`config.mk`:
```
export PLATFORM = sky130hd
export DESIGN_NAME = inv_lift53_flat
export DESIGN_NICKNAME = d
export VERILOG_FILES = /design/src/rtl/inv_lift53_if.sv /design/src/rtl/inv_lift53.sv /design/src/flat_wrapper.sv
export SDC_FILE = /design/constraint.sdc
export NUM_CORES = 1
export LEC_CHECK = 0
export BUFFER_PORTS_ARGS = -buffer_cell sky130_fd_sc_hd__buf_4
export CORE_AREA = 3 3 176 126
export DETAILED_ROUTE_END_ITERATION = 16
export DIE_AREA = 0 0 179 129
export GPL_ROUTABILITY_DRIVEN = 0
export REMOVE_ABC_BUFFERS = 1
export SETUP_SLACK_MARGIN = 0.02
export SYNTH_ARGS = -nofsm -noshare
export SYNTH_HDL_FRONTEND = slang
export SYNTH_SLANG_ARGS = --single-unit
```
`constraint.sdc`:
```
create_clock -name clk -period 8.31 [get_ports clk]
set_input_delay 1.2465 -clock clk [delete_from_list [all_inputs] [get_ports clk]]
set_output_delay 1.2465 -clock clk [all_outputs]
set_load 0.05 [all_outputs]
```
`src/rtl/inv_lift53_if.sv`:
```
// Handshake bundle for the inverse 5/3 lifting stage: coefficient pairs in,
// reconstructed sample pairs out.
interface inv_lift53_if #(
    parameter int W = 24
);
    logic                in_valid;
    logic                in_ready;
    logic signed [W-1:0] in_low;
    logic signed [W-1:0] in_high;
    logic                in_first;
    logic                in_last;
    logic                out_valid;
    logic signed [W-1:0] out_even;
    logic signed [W-1:0] out_odd;
    logic                out_first;
    logic                out_last;

    modport master (
        output in_valid, in_low, in_high, in_first, in_last,
        input  in_ready, out_valid, out_even, out_odd, out_first, out_last
    );

    modport slave (
        input  in_valid, in_low, in_high, in_first, in_last,
        output in_ready, out_valid, out_even, out_odd, out_first, out_last
    );
endinterface

```
`src/rtl/inv_lift53.sv`:
```
// Streaming 1-D inverse 5/3 reversible lifting. Consumes (s[k], d[k]) pairs and
// emits (x[2k], x[2k+1]) one cycle after pair k+1 arrives; the last pair of a
// row is emitted from a one-cycle FLUSH state using symmetric extension.
//
// state | meaning
// IDLE  | waiting for in_first; other beats are dropped
// RUN   | row in progress, one pair held in e_prev/d_prev
// FLUSH | emitting the final pair of the row, input stalled
module inv_lift53 #(
    parameter int W = 24
) (
    input logic         clk,
    input logic         rst,
    inv_lift53_if.slave bus
);
    localparam int WX = W + 2;

    typedef enum logic [1:0] {
        IDLE  = 2'd0,
        RUN   = 2'd1,
        FLUSH = 2'd2
    } state_t;

    state_t              state_q, state_d;
    logic signed [W-1:0] e_prev_q, e_prev_d;
    logic signed [W-1:0] d_prev_q, d_prev_d;
    logic                first_pend_q, first_pend_d;
    logic                out_valid_q, out_valid_d;
    logic signed [W-1:0] out_even_q, out_even_d;
    logic signed [W-1:0] out_odd_q, out_odd_d;
    logic                out_first_q, out_first_d;
    logic                out_last_q, out_last_d;

    logic                xfer;
    logic                start;
    logic signed [W-1:0] d_ref;
    logic signed [WX-1:0] low_x, high_x, dref_x, dsum, dq;
    logic signed [WX-1:0] ep_x, en_x, dp_x, esum, eh;
    logic signed [W-1:0] e_new;
    logic signed [W-1:0] odd_run;
    logic signed [W-1:0] odd_flush;

    assign bus.in_ready  = (state_q != FLUSH);
    assign bus.out_valid = out_valid_q;
    assign bus.out_even  = out_even_q;
    assign bus.out_odd   = out_odd_q;
    assign bus.out_first = out_first_q;
    assign bus.out_last  = out_last_q;

    assign xfer  = bus.in_valid & bus.in_ready;
    // in_first restarts a row from IDLE or RUN alike (in_ready excludes FLUSH)
    assign start = xfer & bus.in_first;

    // The first pair of a row mirrors itself: d[-1] = d[0]
    assign d_ref  = (state_q == RUN && !bus.in_first) ? d_prev_q : bus.in_high;

    // Sums are formed sign-extended at W+2 bits; shifts kept as standalone
    // signed assignments so they stay arithmetic.
    assign low_x  = {{2{bus.in_low[W-1]}}, bus.in_low};
    assign high_x = {{2{bus.in_high[W-1]}}, bus.in_high};
    assign dref_x = {{2{d_ref[W-1]}}, d_ref};
    assign dsum   = dref_x + high_x + WX'(2);
    assign dq     = dsum >>> 2;
    assign e_new  = W'(low_x - dq);

    assign ep_x      = {{2{e_prev_q[W-1]}}, e_prev_q};
    assign en_x      = {{2{e_new[W-1]}}, e_new};
    assign dp_x      = {{2{d_prev_q[W-1]}}, d_prev_q};
    assign esum      = ep_x + en_x;
    assign eh        = esum >>> 1;
    assign odd_run   = W'(dp_x + eh);
    assign odd_flush = W'(dp_x + ep_x);

    // State and datapath registers with synchronous reset
    always_ff @(posedge clk) begin
        if (rst) begin
            state_q      <= IDLE;
            e_prev_q     <= '0;
            d_prev_q     <= '0;
            first_pend_q <= 1'b0;
            out_valid_q  <= 1'b0;
            out_even_q   <= '0;
            out_odd_q    <= '0;
            out_first_q  <= 1'b0;
            out_last_q   <= 1'b0;
        end else begin
            state_q      <= state_d;
            e_prev_q     <= e_prev_d;
            d_prev_q     <= d_prev_d;
            first_pend_q <= first_pend_d;
            out_valid_q  <= out_valid_d;
            out_even_q   <= out_even_d;
            out_odd_q    <= out_odd_d;
            out_first_q  <= out_first_d;
            out_last_q   <= out_last_d;
        end
    end

    // Next-state selection
    always_comb begin
        state_d = state_q;
        case (state_q)
            IDLE: begin
                if (start) state_d = bus.in_last ? FLUSH : RUN;
            end
            RUN: begin
                if (start)                    state_d = bus.in_last ? FLUSH : RUN;
                else if (xfer && bus.in_last) state_d = FLUSH;
            end
            FLUSH:   state_d = IDLE;
            default: state_d = IDLE;
        endcase
    end

    // Pending-pair update and registered output pair
    always_comb begin
        e_prev_d     = e_prev_q;
        d_prev_d     = d_prev_q;
        first_pend_d = first_pend_q;
        out_valid_d  = 1'b0;
        out_even_d   = out_even_q;
        out_odd_d    = out_odd_q;
        out_first_d  = out_first_q;
        out_last_d   = out_last_q;
        if (start) begin
            // A mid-row in_first discards the held pair without emitting it
            e_prev_d     = e_new;
            d_prev_d     = bus.in_high;
            first_pend_d = 1'b1;
        end else if (state_q == RUN && xfer) begin
            out_valid_d  = 1'b1;
            out_even_d   = e_prev_q;
            out_odd_d    = odd_run;
            out_first_d  = first_pend_q;
            out_last_d   = 1'b0;
            e_prev_d     = e_new;
            d_prev_d     = bus.in_high;
            first_pend_d = 1'b0;
        end else if (state_q == FLUSH) begin
            // e[K] = e[K-1], so the odd sample collapses to d + e
            out_valid_d  = 1'b1;
            out_even_d   = e_prev_q;
            out_odd_d    = odd_flush;
            out_first_d  = first_pend_q;
            out_last_d   = 1'b1;
            first_pend_d = 1'b0;
        end
    end
endmodule

```
`src/flat_wrapper.sv`:
```
// flat-port wrapper written by rule: the top's interface ports become plain ports
module inv_lift53_flat 
#(
    parameter int W = 24
)
  (clk, rst, bus_in_valid, bus_in_low, bus_in_high, bus_in_first, bus_in_last, bus_in_ready, bus_out_valid, bus_out_even, bus_out_odd, bus_out_first, bus_out_last);
  inv_lift53_if #(.W(W)) bus_i ();
  input logic clk;
  input logic rst;
  input wire logic [$bits(bus_i.in_valid)-1:0] bus_in_valid;
  input wire logic [$bits(bus_i.in_low)-1:0] bus_in_low;
  input wire logic [$bits(bus_i.in_high)-1:0] bus_in_high;
  input wire logic [$bits(bus_i.in_first)-1:0] bus_in_first;
  input wire logic [$bits(bus_i.in_last)-1:0] bus_in_last;
  output wire logic [$bits(bus_i.in_ready)-1:0] bus_in_ready;
  output wire logic [$bits(bus_i.out_valid)-1:0] bus_out_valid;
  output wire logic [$bits(bus_i.out_even)-1:0] bus_out_even;
  output wire logic [$bits(bus_i.out_odd)-1:0] bus_out_odd;
  output wire logic [$bits(bus_i.out_first)-1:0] bus_out_first;
  output wire logic [$bits(bus_i.out_last)-1:0] bus_out_last;
  assign bus_i.in_valid = bus_in_valid;
  assign bus_i.in_low = bus_in_low;
  assign bus_i.in_high = bus_in_high;
  assign bus_i.in_first = bus_in_first;
  assign bus_i.in_last = bus_in_last;
  assign bus_in_ready = bus_i.in_ready;
  assign bus_out_valid = bus_i.out_valid;
  assign bus_out_even = bus_i.out_even;
  assign bus_out_odd = bus_i.out_odd;
  assign bus_out_first = bus_i.out_first;
  assign bus_out_last = bus_i.out_last;
  inv_lift53 #(.W(W)) u_core (.clk(clk), .rst(rst), .bus(bus_i));
endmodule
```
==> reports/summary.txt <==
Status: finished, final reports clean
Most common cell on crit path: buf_4
Global routing usage on met2: 30.1%
Worst-case clock buffer depth: 2
Hold slack: 0.450 ns
Initial antenna violation count: 0
PortBufs: 104
DR vias/cell: 5.37
Gr ovfl total: 0
Commonest cells in the netlist: nand2_1, a21oi_1, ha_1
Top-count cell post-synth: nand2_1
Non-filler instance count after layout: 1648
Pwr dens: 247 nW/um^2
Layout Nets: 1544
First drt pass iteration count: 5
Met1 global-route usage: 35.7%
Share of the synthesized area in the top cell type: 22.6%
Synth unique cells: 78
Primary FF master, synth: dfxtp_1
Top Family by Delay on Critical Path: compound AO/OA/AOI/OAI gates
Final period util: 95.6%
Delay of the slowest cell on the worst path: 0.52 ns
Largest net degree at the start of global routing: 64
Syn. warnings: 0
I/O pins: 105
Reg2reg setup slack: 0.86 ns
Detailed-route via count: 8848
Die Ht: 129 um
Worst path slowest cell: or4b_1
Final Routed Wirelength: 25900 um
Chip width: 179 um
Layout area overhead: 25.2%
Peak supply drop: 0.121 mV
Final hold violations: 0
Worst Tran Pin Value: 0.708 ns
Arrival @ worst endpoint: 8.25 ns
# Max-Cap Violations: 0
Total CTS buffers: 9
Crit path kind: input port to register
Routed length per instance: 15.7 um
DRC: 0
Hpwl dp: 20300 um
Post-Syn Area: 9040 sq um
Met3 Usage GRT: 5.43%
Worst Clk Skew: 0.0101 ns
Row count: 44
Crit path required time: 8.61 ns
Worst setup EP type: register
Max frequency: 0.126 GHz
Slew margin rel.: 52.8%
Fillers: 2069
Slew Limit Fails: 0
Hold WC Path Type: register to register
Core Region: 20600 sq um
Crit-path max FO: 4
H-tree depth: 3
Tmin final: 7.94 ns
DIE AREA: 23100 sq um
RSZ-0062 raised after global routing: true
Placed Cells: 1631
Worst path bufs/invs: 5
GR peak layer: met1
Post-synth EDFFs: 0
CTS Sinks: 102
Crit start category: input port
Setup Viol. Count Final: 0
DRT antenna net count: 0
Area leader, netlist: dfxtp_1
Mean post-synth cell area: 7.64 sq um
Clk pin slew, worst setup/hold paths: 0.07 ns
Inserted Diodes: 0
Cell count after synthesis: 1184
Root Driver: clkbuf_16
Post-synthesis async set-or-reset flop share: 0%
Vias in the first global route: 8008
TritonCTS clock tree: built
Dominant cells by area after synthesis: dfxtp_1, ha_1, nand2_1
Leak: 0.00513 uW
First-pass GRT wire length: 41300 um
Part of the Yosys area used for sequential elements: 22.6%
GRT Util Overall: 22.4%
First DRT Iteration DRCs: 600
Share of layout cells above drive strength 1: 22.2%
Seq cells post-synth: 102
Initial Utilization: 43.8%
Clock insertion delay at the later pin of the skew report: 0.36 ns
==> state kept, by name (all words and copies together) (netlist names) <==
signal / count
u_core.bus.out_first: 1
u_core.bus.out_valid: 1
u_core.d_prev_q: 24
u_core.first_pend_q: 1
u_core.bus.out_even: 24
u_core.state_q: 2
u_core.bus.out_odd: 24
u_core.bus.out_last: 1
u_core.e_prev_q: 24
==> cell type report <==
class / instances / area, sq um / share of cell area (%)
multi-input combinational: 1005 / 6860 / 60.6
sequential: 102 / 2040 / 18.0
timing repair buffer: 223 / 1680 / 14.8
tap: 276 / 345 / 3.05
clock buffer: 11 / 243 / 2.14
inverter: 26 / 97.6 / 0.862
clock inverter: 5 / 58.8 / 0.519
==> worst paths after layout <==
| kind | from | end | cells after the start |
|---|---|---|---|
| setup reg to reg | u_core.state_q[0]$_SDFFE_PP0P_ | u_core.bus.out_odd[23]$_SDFFE_PP0P_ | 30 |
| hold / removal | u_core.bus.out_odd[18]$_SDFFE_PP0P_ | u_core.bus.out_odd[18]$_SDFFE_PP0P_ | 2 |
| hold reg to reg | u_core.bus.out_odd[18]$_SDFFE_PP0P_ | u_core.bus.out_odd[18]$_SDFFE_PP0P_ | 2 |
| setup / recovery | bus_in_first | u_core.bus.out_odd[23]$_SDFFE_PP0P_ | 31 |
==> worst min-delay path: cells and delay by family, from the launching register on <==
family | cells | cell delay, ns
AND/OR/NAND/NOR | 1 | 0.05
flip-flops | 1 | 0.31
AO/OA/AOI/OAI | 1 | 0.05
==> cell families after synthesis <==
kind of cell	Yosys count	synth area share, %
DFF	102	22.6
buffers and inverters	77	3.21
and+or+nand+nor	434	22.4
AOI/OAI and AO/OA	357	25.0
xor gates and xnor gates	67	6.49
muxes	23	2.85
adders and majority gates	124	17.5
==> repair_timing <==
item                                    in CTS  in global routing
hold buffers                                 0                  0
endpoints found under the setup margin       0                  6
resized for setup                            0                 34
buffers inserted                             0                  1
==> report_power, final <==
| part | switching [uW] | internal (uW) | leakage [uW] |
|---|---|---|---|
| clock | 201 | 242 | 0.000142 |
| combinational | 916 | 851 | 0.00416 |
| sequential | 55.6 | 527 | 0.000830 |
| total | 1170 | 1620 | 0.00513 |
==> stage by stage <==
stage	setup WS [ns]	total power (uW)	util [%]	instance area, sq um	setup TNS [ns]
after detailed placement	-0.118	2300	52.7	10900	-0.301
after CTS	0.222	2760	54.2	11200	0
after global routing	0.0365	3030	54.8	11300	0
after floorplan	-1.25	1680	-	8850	-10.08
after global placement	-0.0296	2290	52.7	10900	-0.0296
final	0.365	2790	54.8	11300	0
==> layout by cell type (no fill, tap or decap), types with 19 or more instances in the layout <==
| cell type | count |
|---|---|
| ha_1 | 117 |
| nand2_1 | 213 |
| nand2b_1 | 19 |
| nand3_1 | 38 |
| nor2_1 | 61 |
| mux2_2 | 22 |
| xnor2_1 | 43 |
| xor2_1 | 23 |
| a21oi_1 | 144 |
| buf_4 | 222 |
| inv_1 | 26 |
| o21ai_0 | 44 |
| dfxtp_1 | 102 |
| a21o_1 | 33 |
==> per-layer routing <==
metal	up-vias	wire length [um]	part of all wire (%)
met1	3994	14300	55
li1	4653	-	-
met3	18	1680	6.5
met5	-	0	0
met2	183	9730	38
met4	0	187	0.72
(Power assumes the default switching activity.)
